File: src/rtl/gamma_sequencer_if.sv
// Operand/result handshake and temporal-primitive wiring for gamma_sequencer.
// master = operand source / result sink / primitive, slave = sequencer.
interface gamma_sequencer_if #(
    parameter int VAL_W = 4
);
    logic             in_valid;
    logic             in_ready;
    logic [VAL_W-1:0] a_val;
    logic [VAL_W-1:0] b_val;
    logic             a_none;
    logic             b_none;
    logic             grst;
    logic             a;
    logic             b;
    logic             y;
    logic             res_valid;
    logic             res_ready;
    logic [VAL_W-1:0] res_time;
    logic             res_none;

    modport master (
        output in_valid, a_val, b_val, a_none, b_none, y, res_ready,
        input  in_ready, grst, a, b, res_valid, res_time, res_none
    );

    modport slave (
        input  in_valid, a_val, b_val, a_none, b_none, y, res_ready,
        output in_ready, grst, a, b, res_valid, res_time, res_none
    );
endinterface

File: src/rtl/gamma_sequencer.sv
// Drives one gamma cycle of spike stimulus into a temporal primitive and reports first y=1 time.
// GAMMA_SEQ_EDGE_MODE_EN selects rising-edge encoding instead of pulse-width encoding.
module gamma_sequencer #(
    parameter int GAMMA_CYCLE_WIDTH = 16,
    parameter int PULSE_WIDTH       = 8,
    parameter int VAL_W             = 4
) (
    input logic              aclk,
    input logic              rst,
    gamma_sequencer_if.slave bus
);
    localparam int KW = (GAMMA_CYCLE_WIDTH > 1) ? $clog2(GAMMA_CYCLE_WIDTH) : 1;

    typedef enum logic [1:0] {IDLE, GRST, RUN, REPORT} state_t;

    state_t           state, state_nx;
    logic [KW-1:0]    k, k_nx;
    logic [VAL_W-1:0] a_lat, b_lat;
    logic             a_none_lat, b_none_lat;
    logic             in_ready_q, grst_q, a_q, b_q, res_valid_q, res_none_q;
    logic [VAL_W-1:0] res_time_q;
    logic             a_nx, b_nx;
    logic             accept, done;

    function automatic logic fire(input logic [VAL_W-1:0] lat, input logic none,
                                  input logic [KW-1:0] kk);
        int unsigned t, s;
        t = 32'(kk);
        s = 32'(lat);
`ifdef GAMMA_SEQ_EDGE_MODE_EN
        return !none && (t >= s);
`else
        // k never passes GAMMA_CYCLE_WIDTH-1, so late pulses are clipped, not wrapped
        return !none && (t >= s) && (t < s + 32'(PULSE_WIDTH));
`endif
    endfunction

    assign accept = (state == IDLE) && in_ready_q && bus.in_valid;
    assign done   = (state == REPORT) && res_valid_q && bus.res_ready;

    always_comb begin
        state_nx = state;
        k_nx     = k;
        case (state)
            IDLE:    if (accept) state_nx = GRST;
            GRST: begin
                state_nx = RUN;
                k_nx     = '0;
            end
            RUN: begin
                if (k == KW'(GAMMA_CYCLE_WIDTH - 1)) state_nx = REPORT;
                else                                 k_nx     = k + 1'b1;
            end
            REPORT:  if (done) state_nx = IDLE;
            default: state_nx = IDLE;
        endcase
        // stimulus is registered, so it is computed for the cycle being entered
        a_nx = (state_nx == RUN) && fire(a_lat, a_none_lat, k_nx);
        b_nx = (state_nx == RUN) && fire(b_lat, b_none_lat, k_nx);
    end

    always_ff @(posedge aclk) begin
        if (rst) begin
            state       <= IDLE;
            k           <= '0;
            a_lat       <= '0;
            b_lat       <= '0;
            a_none_lat  <= 1'b1;
            b_none_lat  <= 1'b1;
            in_ready_q  <= 1'b0;
            grst_q      <= 1'b1;
            a_q         <= 1'b0;
            b_q         <= 1'b0;
            res_valid_q <= 1'b0;
            res_time_q  <= '0;
            res_none_q  <= 1'b1;
        end else begin
            state       <= state_nx;
            k           <= k_nx;
            a_q         <= a_nx;
            b_q         <= b_nx;
            in_ready_q  <= (state_nx == IDLE);
            grst_q      <= (state_nx == GRST);
            res_valid_q <= (state_nx == REPORT);
            if (accept) begin
                a_lat      <= bus.a_val;
                b_lat      <= bus.b_val;
                a_none_lat <= bus.a_none;
                b_none_lat <= bus.b_none;
                k          <= '0;
                res_time_q <= '0;
                res_none_q <= 1'b1;
            end
            if (state == RUN && bus.y && res_none_q) begin
                res_time_q <= VAL_W'(k);
                res_none_q <= 1'b0;
            end
        end
    end

    assign bus.in_ready  = in_ready_q;
    assign bus.grst      = grst_q;
    assign bus.a         = a_q;
    assign bus.b         = b_q;
    assign bus.res_valid = res_valid_q;
    assign bus.res_time  = res_time_q;
    assign bus.res_none  = res_none_q;
endmodule

File: src/flat_wrapper.sv
// flat-port wrapper written by rule: the top's interface ports become plain ports
module gamma_sequencer_flat 
#(
    parameter int GAMMA_CYCLE_WIDTH = 16,
    parameter int PULSE_WIDTH       = 8,
    parameter int VAL_W             = 4
)
  (aclk, rst, bus_in_valid, bus_a_val, bus_b_val, bus_a_none, bus_b_none, bus_y, bus_res_ready, bus_in_ready, bus_grst, bus_a, bus_b, bus_res_valid, bus_res_time, bus_res_none);
  gamma_sequencer_if #(.VAL_W(VAL_W)) bus_i ();
  input logic aclk;
  input logic rst;
  input wire logic [$bits(bus_i.in_valid)-1:0] bus_in_valid;
  input wire logic [$bits(bus_i.a_val)-1:0] bus_a_val;
  input wire logic [$bits(bus_i.b_val)-1:0] bus_b_val;
  input wire logic [$bits(bus_i.a_none)-1:0] bus_a_none;
  input wire logic [$bits(bus_i.b_none)-1:0] bus_b_none;
  input wire logic [$bits(bus_i.y)-1:0] bus_y;
  input wire logic [$bits(bus_i.res_ready)-1:0] bus_res_ready;
  output wire logic [$bits(bus_i.in_ready)-1:0] bus_in_ready;
  output wire logic [$bits(bus_i.grst)-1:0] bus_grst;
  output wire logic [$bits(bus_i.a)-1:0] bus_a;
  output wire logic [$bits(bus_i.b)-1:0] bus_b;
  output wire logic [$bits(bus_i.res_valid)-1:0] bus_res_valid;
  output wire logic [$bits(bus_i.res_time)-1:0] bus_res_time;
  output wire logic [$bits(bus_i.res_none)-1:0] bus_res_none;
  assign bus_i.in_valid = bus_in_valid;
  assign bus_i.a_val = bus_a_val;
  assign bus_i.b_val = bus_b_val;
  assign bus_i.a_none = bus_a_none;
  assign bus_i.b_none = bus_b_none;
  assign bus_i.y = bus_y;
  assign bus_i.res_ready = bus_res_ready;
  assign bus_in_ready = bus_i.in_ready;
  assign bus_grst = bus_i.grst;
  assign bus_a = bus_i.a;
  assign bus_b = bus_i.b;
  assign bus_res_valid = bus_i.res_valid;
  assign bus_res_time = bus_i.res_time;
  assign bus_res_none = bus_i.res_none;
  gamma_sequencer #(.GAMMA_CYCLE_WIDTH(GAMMA_CYCLE_WIDTH), .PULSE_WIDTH(PULSE_WIDTH), .VAL_W(VAL_W)) u_core (.aclk(aclk), .rst(rst), .bus(bus_i));
endmodule
File: config.mk
export PLATFORM = sky130hd
export DESIGN_NAME = gamma_sequencer_flat
export DESIGN_NICKNAME = d
export VERILOG_FILES = /design/src/rtl/gamma_sequencer_if.sv /design/src/rtl/gamma_sequencer.sv /design/src/flat_wrapper.sv
export SDC_FILE = /design/constraint.sdc
export NUM_CORES = 1
export LEC_CHECK = 0
export CORE_AREA = 2 2 46 69
export CTS_BUF_LIST = sky130_fd_sc_hd__clkbuf_4
export DETAILED_ROUTE_END_ITERATION = 10
export DIE_AREA = 0 0 48 71
export GPL_ROUTABILITY_DRIVEN = 0
export GPL_TIMING_DRIVEN = 1
export PLACE_DENSITY = 0.77
export SLEW_MARGIN = 20
export SYNTH_ARGS = -nofsm -noshare
export SYNTH_HDL_FRONTEND = slang
export SYNTH_SLANG_ARGS = --single-unit
File: constraint.sdc
create_clock -name aclk -period 2 [get_ports aclk]
set_input_delay 0.4 -clock aclk [delete_from_list [all_inputs] [get_ports aclk]]
set_output_delay 0.4 -clock aclk [all_outputs]
set_load 0.02 [all_outputs]
; ---- After elaboration in Yosys (flattened, before gate mapping)
; Index checks and enable logic that the tools add are counted.
; Widths: inputs -> output; s select.
[word_totals]
rom_bits = 0
elab_cells = 55
mem_bits_rw = 0
mem_count = 0
regBits = 26
in_bits = 15
latch_bits = 0
[classes]
n_mux = 10
div_mod_pow = 0
magnitude_cmp = 4
multipliers = 0
addsub = 3
bitwise_logic = 0
eq_ne = 7
n_shift = 0
n_reduce_logical = 18
[op_table]
columns = op, count
row1 = $lt 4x32->1, 2
row2 = $logic_and 1x1->1, 12
row3 = $mux 4, 3
row4 = $add 4x4->5 const B, 2
row5 = $eq 2x2->1 const B, 4
row6 = $ge 4x4->1, 2
row7 = $pmux 2 s4, 1
row8 = $pmux 4 s2, 1
row9 = $mux 2, 3
row10 = $add 4x1->4 const B, 1
row11 = $eq 2x1->1 const B, 2
row12 = $eq 4x4->1 const B, 1
row13 = $logic_not 2->1, 2
row14 = $logic_not 1->1, 2
row15 = $mux 1, 2
row16 = $reduce_bool 2->1, 1
row17 = $reduce_or 2->1, 1

; ---- Logic depth before layout (Yosys ltp)
; Gate-level depths: netlist of run 1.
[depth]
depth_word = 7
mapped_depth = 10

; ---- Worst setup path after synthesis of run 1
; No wires, ideal clock.
[synth_timing]
path_type = register to register
start = register u_core.state[0]
end = register u_core.a_q (netlist: u_core.bus.a)
path_slack_ns = -0.125
t_arrival_ns = 2.009
synth_period_minus_slack_ns = 2.125
path_stages_with_launch = 10
path_cell_list = dfxtp_1 > inv_1 > ha_1 > clkbuf_1 > nand3_1 > o221ai_1 > ha_1 > a31oi_1 > a311oi_1 > and4_1
[synth_lines]
columns = element, line_no
row1 = "start, declared", gamma_sequencer.sv:16  ; state_t state, state_nx;
row2 = "start signal, assigned", gamma_sequencer.sv:78  ; state <= state_nx;
row3 = $eq 2x2->1 or $eq 2x1->1 (tied branches), gamma_sequencer.sv:44  ; case (state)
row4 = $pmux 4 s2 *, gamma_sequencer.sv:44
row5 = named net u_core.k_nx[1], gamma_sequencer.sv:17  ; logic [KW-1:0] k, k_nx;
row6 = branches (longest 2 deep; another with $lt 4x32->1), n/a
row7 = $logic_and 1x1->1 *, gamma_sequencer.sv:34  ; return !none && (t >= s) && (t < s + 32'(PULSE_WIDTH));
row8 = $logic_and 1x1->1 *, gamma_sequencer.sv:58  ; a_nx = (state_nx == RUN) && fire(a_lat, a_none_lat, k_nx);
row9 = "end signal, assigned", gamma_sequencer.sv:80  ; a_q <= a_nx;
row10 = "end, declared", gamma_sequencer.sv:20  ; logic in_ready_q, grst_q, a_q, b_q, res_valid_q, res_none_q;
; Mark *: on every way through the listed nets, which the timed path passes.
; A chain may end at the register's enable or synchronous reset.

; ---- Worst setup path in the final report of run 1
[layout_timing]
start = register u_core.state[0]
end = register u_core.a_q (netlist: u_core.bus.a)
[layout_via]
elab_chain_cells = 7
[layout_rtl]
columns = element, line_no
row1 = branches (longest 6 deep; another with $lt 4x32->1), n/a
row2 = $logic_and 1x1->1 *, gamma_sequencer.sv:58
; Every way passes the cells marked *.

==> results of run 1 <==
## critical path, stage by stage, from the launching register on
cell and delay (ps):
dfxtp_2 370, inv_2 70, ha_4 340, o21ai_1 100, a32oi_2 220, ha_1 270
a31oi_1 210, a311oi_2 120, and4_1 230
## state kept, by name, indices dropped and copies added, names as in the netlist, 2 cells and up
register and flops:
u_core.a_lat 4, u_core.b_lat 4, u_core.bus.res_time 4, u_core.k 4
u_core.state 2
## routing by layer
metal  track usage  vias up
li1              -      606
met1        0.2099      595
met2        0.3793       46
met3       0.01531        6
met4       0.08408        0
met5             0        -
## how the worst min path moves through the flow
stage                                from              end  slack, ps  cells after the start
after detailed placement  u_core.b_lat[2]  u_core.b_lat[2]        450                      2
after floorplan           u_core.a_lat[1]  u_core.a_lat[1]        440                      2
after global routing      u_core.a_lat[0]  u_core.a_lat[0]        500                      2
after CTS                 u_core.b_lat[2]  u_core.b_lat[2]        470                      2
final                     u_core.b_lat[1]  u_core.b_lat[1]        470                      2
after global placement    u_core.b_lat[1]  u_core.b_lat[1]        450                      2
## report_power, final
group / switching, W / internal, W
Clock: 0.000149 / 0.0000731
Combinational: 0.000320 / 0.000271
Sequential: 0.0000413 / 0.000586
## cells by family (layout without fill, tap and decap cells)
kind of cell,after synthesis,after routing,synth area share
fa+ha+maj,15,15,0.1463
buf+inv,15,54,0.04487
simple gates,54,54,0.2068
compound gates,37,37,0.1961
flops,26,26,0.4059
## area by class of cell
class	count	area (um2)
tap	39	48.80
inverter	11	41.29
sequential	26	523.0
clock buffer	3	22.52
multi-input combinational	106	825.8
fill	229	1035
clock inverter	1	3.754
timing repair buffer	39	352.8
## Yosys cell counts, drive strengths merged
cell	count
dfxtp	26
nand2	24
a21oi	17
ha	15
inv	11
nand3	8
nor2	8
and3	5
o21ai	5
a22o	4
a31oi	3
and4	3
clkbuf	3
a311oi	2
nand3b	2
nor2b	2
a311o	1
a32oi	1
a41oi	1
buf	1
nand4	1
nand4b	1
o21ba	1
o221ai	1
o311ai	1
## metrics by stage
step / setup TNS (ps) / total power [W] / hold WS (ps) / cell area (um2) / utilization
3_3_place_gp: -174.6 / 0.001110 / 445.7 / 1653 / 0.5794
4_1_cts: -20.09 / 0.001384 / 472.1 / 1717 / 0.6018
6_report: -17.03 / 0.001441 / 470.9 / 1818 / 0.6373
5_1_grt: -94.34 / 0.001523 / 497.0 / 1818 / 0.6373
2_1_floorplan: 0 / 0.0009507 / 436.3 / 1291 / -
3_5_place_dp: -353.1 / 0.001133 / 454.5 / 1653 / 0.5794
## what timing repair did
item / 4_1_cts / 5_1_grt
pin swaps: 5 / 12
gates resized for setup: 8 / 17
setup endpoints to repair: 2 / 2
buffers inserted: 0 / 3
==> results.json, run 1 <==
{
  "initial_core_util": 0.4496,
  "die-width_um": 48,
  "synth_fp_nets": 177,
  "cts_tree": "built",
  "fin_crit_sh": 1.009,
  "cp.required_ps": 2230,
  "antenna_found_initial": 0,
  "htreeDepth": 1,
  "hold_class": "register to register",
  "hpwl_um": 2385,
  "wire_per_inst_um": 14.87,
  "routed_via_density": 5.569,
  "r2r-start": "u_core.state[0]",
  "yosys-top-cells-area": "dfxtp_1 41%, ha_1 15%, nand2_1 7.0%",
  "numPortBuffers": 24,
  "skew_ps": 13.15,
  "violations": "negative setup slack",
  "clock_latency_ps": 320,
  "final_cell_mix": "24 x nand2_1, 24 x clkdlybuf4s50_1, 24 x dfxtp_1, 15 x buf_4, 11 x a21oi_1",
  "core_area_um2": 2853,
  "ys_seq_area_frac": 0.4059,
  "status": "complete, but fails checks",
  "grt_pass1_wl_um": 5016,
  "syn_area_um2": 1282,
  "timing.final.ws_setup_ps": -17.03,
  "dr_wl_met3_um": 132,
  "fin_nets": 217,
  "fmax_mhz": 495.8,
  "grt_pass1_vias": 1207,
  "synth_area_leader_cell": "dfxtp_1",
  "synthCells": 147,
  "dieArea_um2": 3408,
  "drv_cap": 0,
  "max_slew_margin": 0.6606,
  "clkTransAtPathRegs_ps": 140,
  "first_pass_iters": 4,
  "diodes": 0,
  "finalNonFillerCells": 225,
  "period_needed_ps": 2017,
  "synth-seq-cells": 26,
  "drtAntennaViolNets": 0,
  "routed_wl_um": 3345,
  "hold_buffers": 0,
  "num_rows": 24,
  "top_layer": "met4",
  "met2_length_um": 1975,
  "layout-area-overhead-vs-synth_pct": 41.76,
  "synth_cell_type_count": 28,
  "wl_met1_um": 1197,
  "setup_viol": 1,
  "synth_top_cell_area_share": 0.4059,
  "cts_buffers": 3,
  "fp.dieH_um": 71,
  "place_inst": 218,
  "dpl_worst_slack_ps": -179.5,
  "powerDensity_nw_per_um2": 792.6,
  "critPathLaunchType": "register",
  "slew_viol_final": 0,
  "startpoint": "u_core.state[0]",
  "reg2reg_slack_ps": -20,
  "synth.avg_cell_area_um2": 8.724,
  "ys_warn_count": 0,
  "path_max_fanout": 8,
  "worst_pin_slew_ps": 508.3,
  "rsz0062_at_grt": "yes",
  "r2r-end": "u_core.bus.a",
  "cp-end-kind": "register",
  "endpoint": "u_core.bus.a",
  "grt.total_usage": 0.2025,
  "reg2regPathDepth": 8,
  "ctsRootBufferMaster": "clkbuf_4",
  "peakVddDrop_mv": 0.5369,
  "route.detailed.drc": 0,
  "hold_viol": 0,
  "path_class": "register to register",
  "arrival_ps": 2250,
  "clock_sinks": 26,
  "cts_buffer_depth": 2,
  "ios": 25,
  "dr.first_iter.drc_count": 27,
  "vias": 1253,
  "leakage_nw": 0.7131,
  "overflow": 0,
  "drive_gt1_frac": 0.2258,
  "grt_max_degree": 15
}
Note: power is estimated with default switching activity, not from simulation.
==> run 2: changes to the inputs <==
--- a/config.mk
+++ b/config.mk
@@ -5,13 +5,14 @@
 export SDC_FILE = /design/constraint.sdc
 export NUM_CORES = 1
 export LEC_CHECK = 0
-export CORE_AREA = 2 2 46 69
+export CORE_AREA = 2 2 44 66
 export CTS_BUF_LIST = sky130_fd_sc_hd__clkbuf_4
 export DETAILED_ROUTE_END_ITERATION = 10
-export DIE_AREA = 0 0 48 71
+export DIE_AREA = 0 0 46 68
 export GPL_ROUTABILITY_DRIVEN = 0
 export GPL_TIMING_DRIVEN = 1
-export PLACE_DENSITY = 0.77
+export HOLD_SLACK_MARGIN = 0.15
+export PLACE_DENSITY = 0.81
 export SLEW_MARGIN = 20
 export SYNTH_ARGS = -nofsm -noshare
 export SYNTH_HDL_FRONTEND = slang
==> constraint.sdc (replaced) <==
create_clock -name aclk -period 2.3 [get_ports aclk]
set_input_delay 0.46 -clock aclk [delete_from_list [all_inputs] [get_ports aclk]]
set_output_delay 0.46 -clock aclk [all_outputs]
set_load 0.02 [all_outputs]
==> results.json, run 2 (synthesis gave the netlist of run 1 again) <==
{
  "cts_tree": "built",
  "r2r-end": "u_core.bus.a",
  "core_area_um2": 2590,
  "hold_slack_ps": 465.8,
  "fin_util": 0.6285,
  "htreeDepth": 1,
  "clock_latency_ps": 320,
  "ctsRootBufferMaster": "clkbuf_4",
  "seqPwrFrac": 0.468,
  "clkPwrFrac": 0.155,
  "skew_ps": 10.49,
  "reg2regPathDepth": 9,
  "wire_per_inst_um": 14.16,
  "fin_setup_tns_ps": 0,
  "hp-start": "u_core.b_lat[2]",
  "grt_pass1_wl_um": 4733,
  "path_class": "register to register",
  "r2r-start": "u_core.state[0]",
  "dieArea_um2": 3128,
  "period_needed_ps": 2187,
  "max_stage_delay_ps": 370,
  "arrival_ps": 2450,
  "grt.total_usage": 0.2098,
  "max_slew_margin": 0.6286,
  "crit_chain": "inv_1 -> ha_2 -> buf_4 -> o21ai_1 -> a21oi_2 -> ha_1 -> a31oi_1 -> a311oi_1 -> and4_1",
  "diodes": 0,
  "leakage_nw": 0.6490,
  "hold_viol": 0,
  "path_max_fanout": 5,
  "switching_share": 0.3490,
  "dr_wl_met3_um": 116,
  "slew_viol_final": 0,
  "clock_sinks": 26,
  "first_pass_iters": 5,
  "p_int_w": 0.0007682,
  "setup_viol": 0,
  "drtAntennaViolNets": 0,
  "power_w": 0.001180,
  "fp.dieH_um": 68,
  "startpoint": "u_core.state[0]",
  "num_rows": 23,
  "fin_crit_sh": 0.9508,
  "peakVddDrop_mv": 0.4768,
  "wl_met1_um": 1113,
  "reg2reg_slack_ps": 110,
  "p_switching_w": 0.0004117,
  "overflow": 0,
  "hold_class": "register to register",
  "routed_via_density": 5.814,
  "status": "complete, no violations",
  "cts_buffer_depth": 2,
  "worst_pin_slew_ps": 556.2,
  "cpMaxStageDelayCell": "dfxtp_2",
  "min_path_cells": 2,
  "antenna_found_initial": 0,
  "critical_path_buf_inv_count": 2,
  "vias": 1157,
  "cp_top_family": "compound AO/OA/AOI/OAI gates",
  "powerDensity_nw_per_um2": 724.8,
  "cp.required_ps": 2560,
  "numPortBuffers": 24,
  "drv_cap": 0,
  "met2_length_um": 1426,
  "initial_core_util": 0.4952,
  "hold_buffers": 0,
  "cp-end-kind": "register",
  "comb_power_share": 0.377,
  "drive_gt1_frac": 0.1149,
  "route.detailed.drc": 0,
  "grt_pass1_vias": 1111,
  "rsz0062_at_grt": "no",
  "layout-area-overhead-vs-synth_pct": 26.93,
  "hpwl_um": 2179,
  "whs_endpoint": "u_core.b_lat[2]",
  "die-width_um": 46,
  "clkTransAtPathRegs_ps": 130,
  "routed_wl_um": 2817,
  "top_layer": "met4",
  "final_cell_mix": "24 x nand2_1, 24 x clkdlybuf4s50_1, 22 x dfxtp_1, 14 x a21oi_1, 13 x ha_1",
  "critPathLaunchType": "register",
  "ios": 25,
  "grt_max_degree": 14,
  "dr.first_iter.drc_count": 19,
  "fmax_mhz": 457.3,
  "cts_buffers": 3,
  "fin_nets": 206
}
## run 2: timing repair
item / 4_1_cts / 5_1_grt
buffers inserted: 0 / 1
pin swaps: 0 / 0
gates resized for setup: 3 / 7
setup endpoints to repair: 2 / 2
## run 2: how the worst max path moves through the flow
| stage | end | slack, ps | depth (start not counted) |
|---|---|---|---|
| floorplan | u_core.bus.a | 180 | 9 |
| global placement | u_core.bus.a | 100 | 8 |
| detailed placement | u_core.bus.b | -30 | 8 |
| CTS | u_core.bus.a | 20 | 9 |
| global route | u_core.bus.a | 30 | 9 |
| finish | u_core.bus.a | 110 | 9 |
## run 2: power groups by stage
stage	clock network (W)	logic (W)	registers, W
after CTS	0.000193	0.000426	0.000549
final	0.000183	0.000445	0.000552
after detailed placement	0	0.000414	0.000560
after global routing	0.000206	0.000490	0.000559
after global placement	0	0.000390	0.000555
after floorplan	0	0.000248	0.000574
## run 2: stage by stage
stage	worst slack [ps]	instances	instance area, um2
finish	113.3	199	1628
global route	28.81	199	1628
detailed placement	-32.11	195	1560
CTS	20.62	198	1599
global placement	103.3	195	1560
floorplan	175.0	147	1282
## run 2: layer usage
layer,track usage,vias to the layer above
met5,0,-
met4,0.1500,0
met3,0.03166,15
met2,0.3628,39
met1,0.2206,525
li1,-,578
## run 2: cell type report
type	count	area (um2)
sequential	26	525.5
clock buffer	3	22.52
inverter	11	41.29
timing repair buffer	28	270.3
multi-input combinational	106	737.0
fill	215	962.2
tap	25	31.28
## run 2: worst min-delay path, stage by stage (launching register included)
cell and delay (ps):
dfxtp_1 330, nand2_1 50, a21oi_1 50
==> run 3: changes to the inputs <==
==> constraint.sdc (replaced) <==
create_clock -name aclk -period 2.5 [get_ports aclk]
set_input_delay 0.5 -clock aclk [delete_from_list [all_inputs] [get_ports aclk]]
set_output_delay 0.5 -clock aclk [all_outputs]
set_load 0.02 [all_outputs]
==> results.json, run 3 (synthesis gave the netlist of run 1 again) <==
{
  "numPortBuffers": 24,
  "drv_cap": 0,
  "diodes": 0,
  "ctsRootBufferMaster": "clkbuf_4",
  "reg2regPathDepth": 9,
  "ios": 25,
  "grt_max_degree": 16,
  "r2r-start": "u_core.state[0]",
  "powerDensity_nw_per_um2": 721.3,
  "path_max_fanout": 8,
  "core_area_um2": 2590,
  "arrival_ps": 2610,
  "hpwl_um": 2142,
  "max_slew_margin": 0.6714,
  "grt_pass1_vias": 1025,
  "cp.required_ps": 2790,
  "overflow": 0,
  "cts_tree": "built",
  "grt.total_usage": 0.1924,
  "fillers": 222,
  "drtAntennaViolNets": 0,
  "clkTransAtPathRegs_ps": 150,
  "route.detailed.drc": 0,
  "hold_slack_ps": 465.3,
  "clock_latency_ps": 330,
  "num_rows": 23,
  "worst_pin_slew_ps": 492.1,
  "r2r-end": "u_core.bus.a",
  "vias": 1132,
  "skew_ps": 8.972,
  "status": "complete, no violations",
  "initial_core_util": 0.4952,
  "reg2reg_slack_ps": 180,
  "hold_class": "register to register",
  "first_pass_iters": 4,
  "final_cell_mix": "26 x dfxtp_1, 24 x nand2_1, 24 x clkdlybuf4s50_1, 15 x a21oi_1, 14 x ha_1",
  "grt_pass1_wl_um": 4381,
  "fin_nets": 205,
  "layout_commonest_cell": "dfxtp_1",
  "finalNonFillerCells": 199,
  "leakage_nw": 0.6542,
  "fin_crit_sh": 0.9281,
  "regArea_um2": 520.5,
  "layout-area-overhead-vs-synth_pct": 26.44,
  "whs_endpoint": "u_core.a_lat[2]",
  "rsz0062_at_grt": "no",
  "hold_viol": 0,
  "critPathLaunchType": "register",
  "cp-end-kind": "register",
  "path_class": "register to register",
  "fmax_mhz": 431.0,
  "min_path_cells": 2,
  "hp-start": "u_core.a_lat[2]",
  "die-width_um": 46,
  "fp.dieH_um": 68,
  "wire_per_inst_um": 13.40,
  "slew_viol_final": 0,
  "cts_buffers": 3,
  "dieArea_um2": 3128,
  "post_cts_buffers": 0,
  "antenna_found_initial": 0,
  "dr.first_iter.drc_count": 47,
  "cts.repair.resized": 0,
  "place_inst": 195,
  "htreeDepth": 1,
  "period_needed_ps": 2320,
  "clock_sinks": 26,
  "drive_gt1_frac": 0.07471,
  "hold_buffers": 0,
  "routed_via_density": 5.688,
  "multi_input_area_um2": 713.2,
  "routed_wl_um": 2666,
  "setup_viol": 0,
  "peakVddDrop_mv": 0.7047,
  "cts_buffer_depth": 2,
  "fin_setup_tns_ps": 0
}
## run 3: worst max path at each step
stage,start,to,slack (ps),cells past startpoint
2_1_floorplan,u_core.state[0],u_core.bus.a,380,9
3_3_place_gp,u_core.state[0],u_core.bus.a,270,8
3_5_place_dp,u_core.state[0],u_core.bus.a,140,8
4_1_cts,u_core.state[0],u_core.bus.a,130,9
5_1_grt,u_core.state[0],u_core.bus.b,20,9
6_report,u_core.state[0],u_core.bus.a,180,9
## run 3: power breakdown
part / total [W] / leakage [nW] / switching, W / internal, W
registers: 0.000504 / 0.211 / 0.0000363 / 0.000468
clock network: 0.000292 / 0.0279 / 0.000130 / 0.000162
logic: 0.000373 / 0.415 / 0.000208 / 0.000165
## run 3: critical path, stage by stage, from the launching register on
cell and delay (ps):
dfxtp_1 440, inv_1 110, ha_2 410, a21oi_1 90, a21oi_1 250, ha_1 320, a21oi_1 210, a21oi_1 90
o21ai_0 160, and4_1 210
## run 3: per-stage QoR
| step | utilization | cell area [um2] | total power [W] | worst slack (ps) |
|---|---|---|---|---|
| detailed placement | 0.6024 | 1560 | 0.0008803 | 141.9 |
| global placement | 0.6024 | 1560 | 0.0008649 | 274.7 |
| global route | 0.6261 | 1622 | 0.001232 | 21.26 |
| finish | 0.6261 | 1622 | 0.001170 | 179.8 |
| floorplan | - | 1282 | 0.0007561 | 375.0 |
| CTS | 0.6227 | 1613 | 0.001166 | 125.9 |
## run 3: area by class of cell
class / count / area share
multi-input combinational: 106 / 0.4398
sequential: 26 / 0.3210
timing repair buffer: 27 / 0.1620
inverter: 11 / 0.02546
tap: 25 / 0.01929
clock inverter: 1 / 0.01852
clock buffer: 3 / 0.01389
## run 3: routing by layer
metal / vias up / share of wire / wire length [um] / global-route usage
met5: - / 0 / 0 / 0
met4: 0 / 0.031 / 82 / 0.1143
met3: 9 / 0.041 / 110 / 0.03166
met2: 36 / 0.51 / 1348 / 0.3281
met1: 508 / 0.42 / 1124 / 0.2157
li1: 579 / - / - / -
